**src/rtl/antenna_scaler_bank.sv**
```systemverilog
`default_nettype none
// ============================================================================
// Module   : antenna_scaler_bank
// Purpose  : N-channel antenna front-end with masked edge accept, dead-time
//            stretching, gated saturating scalers and a multiplicity trigger.
//            Optional per-channel hit history built when SCALER_HIST_EN is set.
// Revision : 1.0  initial release
// ============================================================================
module antenna_scaler_bank #(
    parameter int N_CH      = 8,
    parameter int CNT_W     = 24,
    parameter int GATE_LOG2 = 23,
    parameter int DEAD_CYC  = 4,
    parameter int WIN_CYC   = 20,
    parameter int HIST_D    = 24
) (
    input  logic                   clk_r2,
    input  logic                   reset,
    input  logic [N_CH-1:0]        antennaI,
    input  logic [N_CH-1:0]        mask,
    input  logic [3:0]             trig_th,
    input  logic                   hist_freeze,
    output logic [N_CH-1:0]        antennaOw,
    output logic                   triggerAnt,
    output logic [N_CH*CNT_W-1:0]  scaler_out,
    output logic [N_CH-1:0]        scaler_ovf,
    output logic                   scaler_valid,
    output logic [N_CH*HIST_D-1:0] hist_out,
    output logic [3:0]             mult_out
);

    localparam logic [5:0] c_DEAD = 6'(DEAD_CYC);
    localparam logic [5:0] c_WIN  = 6'(WIN_CYC);

    logic [N_CH-1:0]      in_q;
    logic [N_CH-1:0]      prev_q;
    logic [N_CH-1:0]      w_rise;
    logic [N_CH-1:0]      w_win;
    logic [GATE_LOG2-1:0] gate_q;
    logic                 w_wrap;
    logic                 valid_q;
    logic [3:0]           mult_q;
    logic [3:0]           mult_d;
    logic [3:0]           mult_prev_q;
    logic                 trig_q;
    logic                 trig_d;

    assign w_rise = in_q & ~prev_q;
    assign w_wrap = &gate_q;

    always_comb begin
        mult_d = '0;
        for (int j = 0; j < N_CH; j++) begin
            mult_d = mult_d + {3'b000, w_win[j]};
        end
    end

    // Rising-edge-of-threshold detect: re-arms only once multiplicity falls below.
    assign trig_d = (trig_th != 4'd0) && (mult_q >= trig_th) && (mult_prev_q < trig_th);

    always_ff @(posedge clk_r2) begin
        if (reset) begin
            in_q        <= '0;
            prev_q      <= '0;
            gate_q      <= '0;
            valid_q     <= 1'b0;
            mult_q      <= '0;
            mult_prev_q <= '0;
            trig_q      <= 1'b0;
        end else begin
            in_q        <= antennaI;
            prev_q      <= in_q;
            gate_q      <= gate_q + GATE_LOG2'(1);
            valid_q     <= w_wrap;
            mult_q      <= mult_d;
            mult_prev_q <= mult_q;
            trig_q      <= trig_d;
        end
    end

    assign triggerAnt   = trig_q;
    assign scaler_valid = valid_q;
    assign mult_out     = mult_q;

    for (genvar i = 0; i < N_CH; i++) begin : g_ch
        logic [5:0]       dead_q;
        logic [5:0]       dead_d;
        logic [5:0]       win_q;
        logic [5:0]       win_d;
        logic [CNT_W-1:0] cnt_q;
        logic [CNT_W-1:0] cnt_d;
        logic [CNT_W-1:0] lat_q;
        logic             ovf_q;
        logic             ovf_d;
        logic             lat_ovf_q;
        logic             w_acc;
        logic             w_ow;

        // Only a counter already at zero admits a new edge, so expiry wins a tie.
        assign w_acc = w_rise[i] & mask[i] & (dead_q == 6'd0);
        assign w_ow  = (dead_q != 6'd0);

        always_comb begin
            dead_d = dead_q;
            win_d  = win_q;
            cnt_d  = cnt_q;
            ovf_d  = ovf_q;
            if (w_acc) begin
                dead_d = c_DEAD;
            end else if (dead_q != 6'd0) begin
                dead_d = dead_q - 6'd1;
            end
            if (w_acc) begin
                win_d = c_WIN;
            end else if (win_q != 6'd0) begin
                win_d = win_q - 6'd1;
            end
            // A hit landing on the wrap cycle belongs to the new gate.
            if (w_wrap) begin
                cnt_d = CNT_W'(w_acc);
                ovf_d = 1'b0;
            end else if (w_acc) begin
                if (&cnt_q) begin
                    ovf_d = 1'b1;
                end else begin
                    cnt_d = cnt_q + CNT_W'(1);
                end
            end
        end

        always_ff @(posedge clk_r2) begin
            if (reset) begin
                dead_q    <= '0;
                win_q     <= '0;
                cnt_q     <= '0;
                ovf_q     <= 1'b0;
                lat_q     <= '0;
                lat_ovf_q <= 1'b0;
            end else begin
                dead_q <= dead_d;
                win_q  <= win_d;
                cnt_q  <= cnt_d;
                ovf_q  <= ovf_d;
                if (w_wrap) begin
                    lat_q     <= cnt_q;
                    lat_ovf_q <= ovf_q;
                end
            end
        end

        assign antennaOw[i]                   = w_ow;
        assign w_win[i]                       = (win_q != 6'd0);
        assign scaler_out[i*CNT_W +: CNT_W]   = lat_q;
        assign scaler_ovf[i]                  = lat_ovf_q;

`ifdef SCALER_HIST_EN
        logic [HIST_D-1:0] hist_q;
        logic [HIST_D-1:0] hist_d;

        always_comb begin
            hist_d = hist_q;
            if (!hist_freeze) begin
                hist_d = (hist_q << 1) | HIST_D'(w_ow);
            end
        end

        always_ff @(posedge clk_r2) begin
            if (reset) begin
                hist_q <= '0;
            end else begin
                hist_q <= hist_d;
            end
        end

        assign hist_out[i*HIST_D +: HIST_D] = hist_q;
`else
        assign hist_out[i*HIST_D +: HIST_D] = '0;
`endif
    end

`ifndef SCALER_HIST_EN
    logic w_unused_freeze;
    assign w_unused_freeze = hist_freeze;
`endif

endmodule
`default_nettype wire

```
**config.mk**
```make
export PLATFORM = sky130hd
export DESIGN_NAME = antenna_scaler_bank
export DESIGN_NICKNAME = d
export VERILOG_FILES = /design/src/rtl/antenna_scaler_bank.sv
export SDC_FILE = /design/constraint.sdc
export NUM_CORES = 1
export LEC_CHECK = 0
export BUFFER_PORTS_ARGS = -buffer_cell sky130_fd_sc_hd__buf_4
export CAP_MARGIN = 20
export CORE_MARGIN = 3
export CORE_UTILIZATION = 30
export DETAILED_ROUTE_END_ITERATION = 8
export PLACE_DENSITY = 0.6
export SKIP_LAST_GASP = 1
export SYNTH_ARGS = -nofsm -noshare
export SYNTH_HDL_FRONTEND = slang
export SYNTH_SLANG_ARGS = --single-unit
```
**constraint.sdc**
```tcl
create_clock -name clk_r2 -period 4.8 [get_ports clk_r2]
set_clock_uncertainty 0.05 [all_clocks]
set_input_delay 0.96 -clock clk_r2 [delete_from_list [all_inputs] [get_ports clk_r2]]
set_output_delay 0.96 -clock clk_r2 [all_outputs]
set_load 0.01 [all_outputs]
```
==> run metrics, run 1 <==
CP Data Arrival Time 4160 ps; Max Transition Viols Final 0; max_slew headroom 0.2874; # DRC 0; Max FO, Critical Path 6; post-DP HPWL 41310 um; post-synth cell types 66; drt total wl 61360 um; first-pass detailed-route iteration total 4; initial antenna violation count 1; largest net degree at the start of global routing 193; htree depth 3; Worst Hold Class flip-flop to flip-flop; Tightest Pin Transition 1059 ps; Post-Syn Instances 3024; filler instances 8488; ANT nets after route 0; area occupied by registers 0.01091 mm^2; status finished, final reports clean; Power Dens Cells 461.0 mW/mm^2; DIE WIDTH 293.5 um; number of synthesized register bits 545; vias in the first global route 18.87k; Synth Area in Compound Gates 0.1300; Clock Path Buffers 3; Final GP Congestion 0.7715; delay-heaviest family, CP adder cells; sw frac 0.2989; Synth top area share 0.4398; Worst VDD drop 0.3709 mV; Max Fclk 265.1 MHz; Ant. Diodes 0; Final period util 0.7859; yosys warns 0; first-pass GRT wire length 98800 um; fin area 0.02896 mm^2; Clock power frac 0.390; combinational power share 0.219; cts hold-fix bufs 0; Yosys top cell by area dfxtp_1; Initial Utilization 0.3055; Core Area 0.08120 mm^2; Synth Area in Simple Gates 0.2510; P_sw 0.003991 W; crit path kind flip-flop to flip-flop; combinational family with the most area after synthesis simple AND/OR/NAND/NOR gates; DR vias/cell 4.748; # Max-Cap Violations 0; GRT Overall Usage 0.1373; gr ovfl total 0; Reg clk slew, reported paths 60 ps; post-synthesis sequential area ratio 0.4398; Row Count 104; Clock Latency Late Sink 600 ps; Placed Cells 4168; final setup fails 0; Top Ports 429; number of CTS-inserted buffers 66; die area 0.08617 mm^2; unrepaired setup endpoints after global routing no; Clock Tree Root clkbuf_16; Post-synth EDFFs 0; Startpoint Class flip-flop; wire per inst 14.32 um; PostCTS Resize Cnt 0; Most common cell on crit path fa_1; xor and xnor fraction of the mapped netlist area 0.04343; Die Ht 293.5 um; share of cells above drive strength 1 0.1197; slowest stage delay, CP 560 ps; leakage power 10.46 nW; Slowest cell on crit path nor4_2; syn avg cell area 8.203 um^2; part of the power in registers 0.391; TritonCTS clock tree done; area of the multi-input gates 0.01208 mm^2; post-CTS setup buffers 0; CTS sink cnt 545; Finished Layout Cells 4285; internal power 0.009360 W; crit path cell chain inv_1, ha_1, nand2b_1, nor4_2, fa_1, fa_1, fa_1, inv_1, ha_1, inv_1, fa_1, xor2_1, nor2_1; Via Count 20.35k; min Tclk post-route 3772 ps; # port buffers 235; crit path buf inv count 3; initial drt markers 920; Layout area overhead 16.75%; Critical Path RT 5190 ps; Placed Area 0.02666 mm^2; Synth area leaders dfxtp_1, nand2_1, a21oi_1; Mapped Area 0.02481 mm^2; count of final hold-check violations 0; Nets 3246; mux share of post-synthesis cell area 0.008928; CP Capture Type flip-flop; Setup Total Neg Slack 0 ps; Synth Area in Adders 0.02340; Post-synth ARST share 0; Primary FF master, synth dfxtp_1
==> metrics by stage <==
step	utilization	power [W]	hold slack (ps)	setup WS, ps
2_1_floorplan	-	0.007744	379.8	1122
3_5_place_dp	0.3283	0.008291	393.4	968.9
5_1_grt	0.3566	0.01430	414.2	670.1
4_1_cts	0.3564	0.01362	402.0	942.1
3_3_place_gp	0.3283	0.008255	388.6	1007
6_report	0.3566	0.01335	397.4	1028
==> kinds of logic (layout without fill, tap and decap cells) <==
group                    after synthesis  in the layout
AND/OR/NAND/NOR                     1277           1277
other                                  1            192
adder cells (fa/ha/maj)               44             44
flip-flops                           545            545
buffers and inverters                459            469
multiplexers                          22             22
XOR/XNOR                             123            123
AO/OA/AOI/OAI                        553            553
==> worst paths after layout <==
check	start	endpoint	slack [ps]	depth (start not counted)
max	g_ch[0].win_q[0]	mult_out[2]	1030	13
min reg2reg	g_ch[1].lat_q[15]	g_ch[1].lat_q[15]	400	2
max reg2reg	g_ch[0].win_q[0]	mult_out[2]	1030	13
min	g_ch[1].lat_q[15]	g_ch[1].lat_q[15]	400	2
==> layer usage <==
layer  share of wire  up-vias  GRT usage  wire, um
met5         0.00021        -          0        13
met4           0.018        2    0.03846      1083
met3           0.062       73    0.03719      3789
met2            0.47      366     0.2306     28670
met1            0.45     9514     0.1730     27800
li1                -    10390          -         -
==> area by class of cell <==
cell class                 instances  area share
timing repair buffer             260     0.06930
clock buffer                      86     0.06343
inverter                          95     0.01231
multi-input combinational       2211      0.4171
tap                             1060     0.04580
sequential                       545      0.3768
clock inverter                    28     0.01534
==> placed cells by master, fill, tap and decap left out, drive strengths merged, types with 22 or more instances in the layout <==
| cell | synthesis | final |
|---|---|---|
| nand4 | 64 | 64 |
| and4 | 26 | 26 |
| xor2 | 37 | 37 |
| o31ai | 38 | 38 |
| a2111oi | 22 | 22 |
| buf | 249 | 258 |
| xnor2 | 86 | 86 |
| a31oi | 22 | 22 |
| nand2b | 33 | 33 |
| o21ai | 60 | 60 |
| a211oi | 24 | 24 |
| or4 | 61 | 61 |
| ha | 40 | 40 |
| a21oi | 332 | 332 |
| nor4 | 40 | 40 |
| nor2 | 176 | 176 |
| or3 | 57 | 57 |
| nand2 | 548 | 548 |
| inv | 94 | 98 |
| clkbuf | 115 | 88 |
| conb | 1 | 192 |
| nor3 | 79 | 79 |
| nand3 | 84 | 84 |
| nor2b | 29 | 29 |
| dfxtp | 545 | 545 |
==> power by group through the flow <==
stage               sequential [W]  combinational, W  clock [W]
floorplan                  0.00524           0.00250          0
global placement           0.00532           0.00294          0
detailed placement         0.00532           0.00297          0
CTS                        0.00523           0.00299    0.00540
global route               0.00528           0.00343    0.00559
finish                     0.00522           0.00292    0.00520
==> worst reg2reg max path, stage by stage (launching register included) <==
cell and delay (ps):
dfxtp_1 310, inv_1 110, ha_1 150, nand2b_1 80
nor4_2 560, fa_1 540, fa_1 530, fa_1 410
inv_1 80, ha_1 160, inv_1 60, fa_1 370
xor2_1 150, nor2_1 50
==> cell usage after synthesis (18+ instances only) <==
master     count
nand2_1      548
mux2i_1       21
a2111oi_0     21
o21ai_0       58
clkbuf_1     115
inv_1         94
buf_4        208
o211ai_1      18
or4_1         61
a211oi_1      24
and3_1        18
ha_1          40
nand2b_1      33
and4_1        26
o31ai_1       38
nand4_1       64
buf_2         40
nor2_1       176
nand3_1       84
or3_1         56
nor3_1        79
a31oi_1       22
nor4_1        39
dfxtp_1      545
a21oi_1      332
nor2b_1       29
xor2_1        37
xnor2_1       86
==> state kept, by name, summed over array words and instances, names as in the netlist <==
register,cells
g_ch.dead_q,48
g_ch.ovf_q,8
mult_out,4
mult_prev_q,4
prev_q,8
g_ch.win_q,48
g_ch.lat_q,192
gate_q,23
g_ch.cnt_q,192
scaler_valid,1
triggerAnt,1
g_ch.lat_ovf_q,8
in_q,8
Note: power is estimated with default switching activity, not from simulation.
==> run 2: changes to the inputs <==
--- a/config.mk
+++ b/config.mk
@@ -5,12 +5,13 @@
 export SDC_FILE = /design/constraint.sdc
 export NUM_CORES = 1
 export LEC_CHECK = 0
+export ABC_AREA = 1
 export BUFFER_PORTS_ARGS = -buffer_cell sky130_fd_sc_hd__buf_4
 export CAP_MARGIN = 20
 export CORE_MARGIN = 3
 export CORE_UTILIZATION = 30
 export DETAILED_ROUTE_END_ITERATION = 8
-export PLACE_DENSITY = 0.6
+export PLACE_DENSITY = 0.61
 export SKIP_LAST_GASP = 1
 export SYNTH_ARGS = -nofsm -noshare
 export SYNTH_HDL_FRONTEND = slang
==> constraint.sdc (replaced) <==
create_clock -name clk_r2 -period 3.2 [get_ports clk_r2]
set_clock_uncertainty 0.05 [all_clocks]
set_input_delay 0.64 -clock clk_r2 [delete_from_list [all_inputs] [get_ports clk_r2]]
set_output_delay 0.64 -clock clk_r2 [all_outputs]
set_load 0.01 [all_outputs]
==> run 2 against run 1 <==
Net effect:
- first-iteration DRC count is 30% higher
- area after synthesis is 7.8% higher
- the flow now finishes with violations (setup timing)
- largest power group is now the clock network
- largest cell class unchanged
- wire length is 15% higher
- die area is 7.6% higher
- global-route usage is 0.99 points higher
- hold slack worse by 210 ps
- via count is 11% higher
==> run metrics, run 2 <==
Startpoint Class flip-flop; Synth area leaders dfxtp_1, nand2_1, buf_4; status complete, but fails checks; syn avg cell area 7.182 um^2; Reg clk slew, reported paths 60 ps; initial drt markers 1196; min Tclk post-route 3202 ps; Clock Latency Late Sink 610 ps; part of the power in registers 0.371; slowest stage delay, CP 560 ps; wire per inst 13.64 um; Final GP Congestion 0.8357; Final Power 0.02057 W; Yosys top cell by area dfxtp_1; max_slew headroom 0.3656; gr ovfl total 0; Row Count 108; top flop regs g_ch.cnt_q x192, g_ch.lat_q x192; Core Area 0.08756 mm^2; unrepaired setup endpoints after global routing yes; Tightest Pin Transition 951.6 ps; reg2reg setup slack -2 ps; Critical Path RT 3590 ps; most common cell after layout, fill and taps aside nand2_1; die area 0.09273 mm^2; # Max-Cap Violations 0; filler instances 9341; Post-synth ARST share 0; ANT nets after route 0; number of synthesized register bits 545; Finished Layout Cells 5156; TritonCTS clock tree done; # port buffers 235; Mapped Area 0.02673 mm^2; pre-CTS WS -33.38 ps; top-count cell post-synth nand2_1; leakage power 12.84 nW; yosys warns 0; Final period util 1.001; internal power 0.01444 W; post-synthesis sequential area ratio 0.4081; P_sw 0.006131 W; first-pass GRT wire length 112600 um; hold endpoint in_q[6]; CP Data Arrival Time 3600 ps; worst reg-to-reg path cell count 12; htree depth 3; final setup fails 1; delay-heaviest family, CP adder cells; Placed Cells 5032; crit path kind flip-flop to flip-flop; commonest non-fill, non-tap cells in the layout nand2_1, dfxtp_1, nor2_1, inv_1, buf_4; Nets 4020; failing checks setup timing; hold path cells 3; Power Dens Cells 658.9 mW/mm^2; vias in the first global route 21.13k; GRT Overall Usage 0.1472; Clock Path Buffers 3; Top Ports 429; # DRC 0; crit path cell chain inv_2, ha_4, nand4_1, inv_2, fa_1, fa_1, fa_1, inv_1, ha_2, inv_2, fa_2, nor2_1; initial antenna violation count 1; sw frac 0.2980; DIE WIDTH 304.5 um; number of CTS-inserted buffers 69; post-DP HPWL 50250 um; Clock Tree Root clkbuf_16; largest net degree at the start of global routing 166; Max Fclk 312.3 MHz; worst min-delay path startpoint antennaI[6]; Die Ht 304.5 um; share of cells above drive strength 1 0.1345; drt total wl 70310 um; Slowest cell on crit path fa_1; combinational power share 0.231; Worst Hold Class input pin to flip-flop; Primary FF master, synth dfxtp_1; first-pass detailed-route iteration total 5; Max Transition Viols Final 0; cts hold-fix bufs 0; CTS sink cnt 545; count of final hold-check violations 0; DR vias/cell 4.368; Max FO, Critical Path 2; Layout area overhead 16.80%; final hold slack 189.4 ps; Via Count 22.52k; crit path buf inv count 4; Initial Utilization 0.3053; fin worst setup slack -1.748 ps; Worst VDD drop 0.5642 mV; FF-to-FF End mult_out[1]; Synth top area share 0.4081; CP Capture Type flip-flop; FF-to-FF Start g_ch[1].win_q[1]; Commonest cells post-synth nand2_1, dfxtp_1, nor2_1; Post-synth EDFFs 0; Post-Syn Instances 3722; Clock power frac 0.398; post-synth cell types 44
-- run 2: cell types whose count changed in the layout (fill, tap and decap cells not counted), moves of 87 or more --
| cell | before | now |
|---|---|---|
| a21oi_1 | 332 | 216 |
| inv_1 | 94 | 345 |
| nand2_1 | 548 | 1042 |
| nand3_1 | 84 | 207 |
| nor2_1 | 176 | 425 |
| o21ai_1 | 2 | 118 |
| xor2_1 | 37 | 124 |
-- run 2: per-layer routing --
metal,wire length [um],global-route usage,part of all wire,up-vias
li1,-,-,-,11810
met1,32530,0.1908,0.46,10220
met2,32320,0.2429,0.46,386
met3,3842,0.03694,0.055,100
met4,1625,0.04018,0.023,0
met5,0,0,0,-
-- run 2: logic make-up (layout without fill, tap and decap cells) --
kind of cell               count (synthesis)  after routing  synth area share
AOI/OAI and AO/OA                        440            440           0.08701
adders and majority gates                 44             44           0.02172
and+or+nand+nor                         1885           1885            0.3025
buffers and inverters                    676            763            0.1376
DFF                                      545            545            0.4081
xor gates and xnor gates                 131            131           0.04292
other                                      1            193         0.0001403
-- run 2: power by group through the flow --
stage | registers (W) | clock network (W) | logic [W]
4_1_cts | 0.00762 | 0.00849 | 0.00462
5_1_grt | 0.00769 | 0.00873 | 0.00550
3_3_place_gp | 0.00775 | 0 | 0.00447
6_report | 0.00763 | 0.00820 | 0.00474
3_5_place_dp | 0.00776 | 0 | 0.00455
2_1_floorplan | 0.00770 | 0 | 0.00368
-- run 2: worst max-delay path by stage --
stage	from	to	cells past startpoint
CTS	g_ch[1].win_q[0]	mult_out[2]	13
floorplan	g_ch[0].win_q[0]	mult_out[2]	13
finish	g_ch[1].win_q[1]	mult_out[1]	12
global placement	g_ch[0].win_q[0]	mult_out[2]	13
detailed placement	g_ch[0].win_q[0]	mult_out[2]	13
global route	g_ch[3].win_q[0]	mult_out[1]	12
-- run 2: worst min-delay path, cell delays in order --
cell    delay (ps)
buf_4           70
inv_1           30
nor2_1          60
-- run 2: cell type report --
class | count | area [um^2] | area share
tap | 1155 | 1445 | 0.04628
multi-input combinational | 2692 | 12920 | 0.4139
timing repair buffer | 284 | 2195 | 0.07029
clock buffer | 90 | 1916 | 0.06135
clock inverter | 28 | 462.9 | 0.01483
antenna | 1 | 2.502 | 0.00008014
inverter | 361 | 1363 | 0.04364
sequential | 545 | 10920 | 0.3496
-- run 2: repair_timing --
action,in CTS,in global routing
setup endpoints to repair,2,2
pin swaps,4,7
cloned,0,0
setup buffers,2,3
endpoints found under the hold margin,0,0
resized for setup,2,20
-- run 2: per-stage QoR --
stage               utilization  area (um^2)  TNS (ps)
CTS                      0.3557        31150    -24.07
detailed placement       0.3284        28750    -52.35
finish                   0.3566        31220    -1.748
global route             0.3566        31220    -211.7
global placement         0.3284        28750    -82.51
floorplan                     -        27450         0
==> run 3: changes to the inputs <==
--- a/config.mk
+++ b/config.mk
@@ -9,9 +9,8 @@
 export BUFFER_PORTS_ARGS = -buffer_cell sky130_fd_sc_hd__buf_4
 export CAP_MARGIN = 20
 export CORE_MARGIN = 3
-export CORE_UTILIZATION = 30
+export CORE_UTILIZATION = 35
 export DETAILED_ROUTE_END_ITERATION = 8
-export PLACE_DENSITY = 0.61
 export SKIP_LAST_GASP = 1
 export SYNTH_ARGS = -nofsm -noshare
 export SYNTH_HDL_FRONTEND = slang
==> run 3 against run 2 <==
Net effect:
- the run now ends clean
- sequential share of layout area is 0.63 points higher
- die area down 14%
- register-to-register slack better by 90 ps
- global-route usage increased by 1.9 points
- largest power group is now sequential cells
==> run metrics, run 3 (synthesized netlist as in run 2, its figures left out) <==
commonest non-fill, non-tap cells in the layout nand2_1, dfxtp_1, nor2_1, inv_1, buf_4; leakage power 12.72 nW; crit path kind flip-flop to flip-flop; min Tclk post-route 3112 ps; Final Power 0.01953 W; initial drt markers 1180; first-pass detailed-route iteration total 5; sw frac 0.3007; largest net degree at the start of global routing 134; wire per inst 13.78 um; status finished, final reports clean; slowest stage delay, CP 510 ps; Final period util 0.9726; worst reg-to-reg path cell count 13; internal power 0.01366 W; top flop regs g_ch.cnt_q x192, g_ch.lat_q x192; Layout area overhead 14.75%; Most common cell on crit path fa_1; Ant. Diodes 0; Die Ht 282.4 um; worst min-delay path startpoint antennaI[6]; DIE WIDTH 282.4 um; Clock Path Buffers 3; Placed Cells 4844; Initial Utilization 0.3561; hold endpoint in_q[6]; Power Dens Cells 636.6 mW/mm^2; # DRC 0; hold path cells 3; unrepaired setup endpoints after global routing yes; FF-to-FF Start g_ch[1].win_q[1]; Clock power frac 0.374; Final GP Congestion 0.8621; Max FO, Critical Path 2; # Max-Cap Violations 0; Top Ports 429; GR peak layer met2; final setup fails 0; ANT nets after route 0; Clock Tree Root clkbuf_16; Critical Path RT 3660 ps; max_slew headroom 0.5125; count of final hold-check violations 0; met2 Track Usage GR 0.2722; combinational power share 0.235; share of cells above drive strength 1 0.1326; Row Count 100; Max Transition Viols Final 0; crit path cell chain inv_2, ha_4, nand4_1, inv_2, fa_1, fa_1, fa_1, inv_1, ha_2, inv_2, fa_1, o21ai_1, a21oi_1; CP Data Arrival Time 3570 ps; CTS sink cnt 545; GRT Overall Usage 0.1664; Max Fclk 321.3 MHz; drt total wl 68320 um; die area 0.07973 mm^2; initial antenna violation count 1; filler instances 7846; first-pass GRT wire length 108600 um; number of CTS-inserted buffers 61; FF-to-FF End mult_out[2]; reg2reg setup slack 90 ps; Core Area 0.07507 mm^2; Startpoint Class flip-flop; CP Capture Type flip-flop; Worst VDD drop 0.4013 mV; vias in the first global route 20.76k; Tightest Pin Transition 731.3 ps; Clock Latency Late Sink 620 ps; Via Count 22.39k; crit path buf inv count 4; TritonCTS clock tree done; P_sw 0.005872 W; Finished Layout Cells 4958; post-DP HPWL 49080 um; Slowest cell on crit path fa_1; most common cell after layout, fill and taps aside nand2_1; M3 GR Usage 0.02963; DR vias/cell 4.515; htree depth 2; delay-heaviest family, CP adder cells; part of the power in registers 0.391; Nets 4008; gr ovfl total 0; Worst Hold Class input pin to flip-flop; # port buffers 235; Reg clk slew, reported paths 60 ps; GRT met1 Usage 0.2271
==> run 3: changes by cell type in the layout (fill, tap and decap cells not counted), moves of 3 or more <==
| cell | previous run | this run |
|---|---|---|
| buf_4 | 279 | 275 |
| bufinv_16 | 11 | 7 |
| clkbuf_16 | 69 | 61 |
| clkbuf_8 | 11 | 17 |
| clkinv_2 | 6 | 13 |
| clkinvlp_4 | 4 | 1 |
==> run 3: final cells by class <==
class	count	area, um^2	area share
inverters	361	1363	0.04442
clock inverters	25	317.8	0.01036
flip-flops and latches	545	10920	0.3559
repair buffers	280	2165	0.07056
multi-input cells	2692	12910	0.4209
well taps	969	1212	0.03952
clock buffers	86	1790	0.05837
==> run 3: power groups by stage <==
stage,Sequential [W],Combinational [W],Clock [W]
after floorplan,0.00770,0.00368,0
after global placement,0.00775,0.00446,0
after detailed placement,0.00776,0.00453,0
after CTS,0.00762,0.00457,0.00755
after global routing,0.00770,0.00538,0.00784
final,0.00763,0.00459,0.00731
==> run 3: worst max-delay path by stage <==
| stage | cells past startpoint | startpoint | to |
|---|---|---|---|
| 2_1_floorplan | 13 | g_ch[0].win_q[0] | mult_out[2] |
| 3_3_place_gp | 13 | g_ch[0].win_q[0] | mult_out[2] |
| 3_5_place_dp | 13 | g_ch[0].win_q[0] | mult_out[2] |
| 4_1_cts | 13 | g_ch[0].win_q[0] | mult_out[2] |
| 5_1_grt | 13 | g_ch[1].win_q[1] | mult_out[2] |
| 6_report | 13 | g_ch[1].win_q[1] | mult_out[2] |
==> run 3: worst register-to-register path, cell delays in order (launching register included) <==
cell and delay (ps):
dfxtp_2 320, inv_2 70, ha_4 120, nand4_1 130
inv_2 110, fa_1 430, fa_1 510, fa_1 410
inv_1 70, ha_2 180, inv_2 40, fa_1 370
o21ai_1 130, a21oi_1 50
==> run 3: stage by stage <==
step	setup TNS, ps	cell area [um^2]	utilization	hold slack, ps	worst slack (ps)
2_1_floorplan	0	27450	-	360.7	22.61
3_5_place_dp	-31.04	28500	0.3797	367.4	-19.67
3_3_place_gp	-50.52	28500	0.3797	365.7	-38.81
5_1_grt	-169.7	30680	0.4086	147.8	-105.0
4_1_cts	0	30620	0.4078	123.7	4.786
6_report	0	30680	0.4086	172.2	87.79
==> run 3: layer usage <==
layer / part of all wire / vias up
met4: 0.022 / 0
met2: 0.45 / 410
li1: - / 11790
met1: 0.48 / 10110
met5: 0 / -
met3: 0.050 / 78
==> run 3: what timing repair did <==
action / in CTS / in global routing
setup buffers: 0 / 3
hold buffers: 0 / 0
setup endpoints to repair: 2 / 2
pin swaps: 2 / 0
endpoints found under the hold margin: 0 / 0
gates resized for setup: 2 / 19
gates cloned: 0 / 0
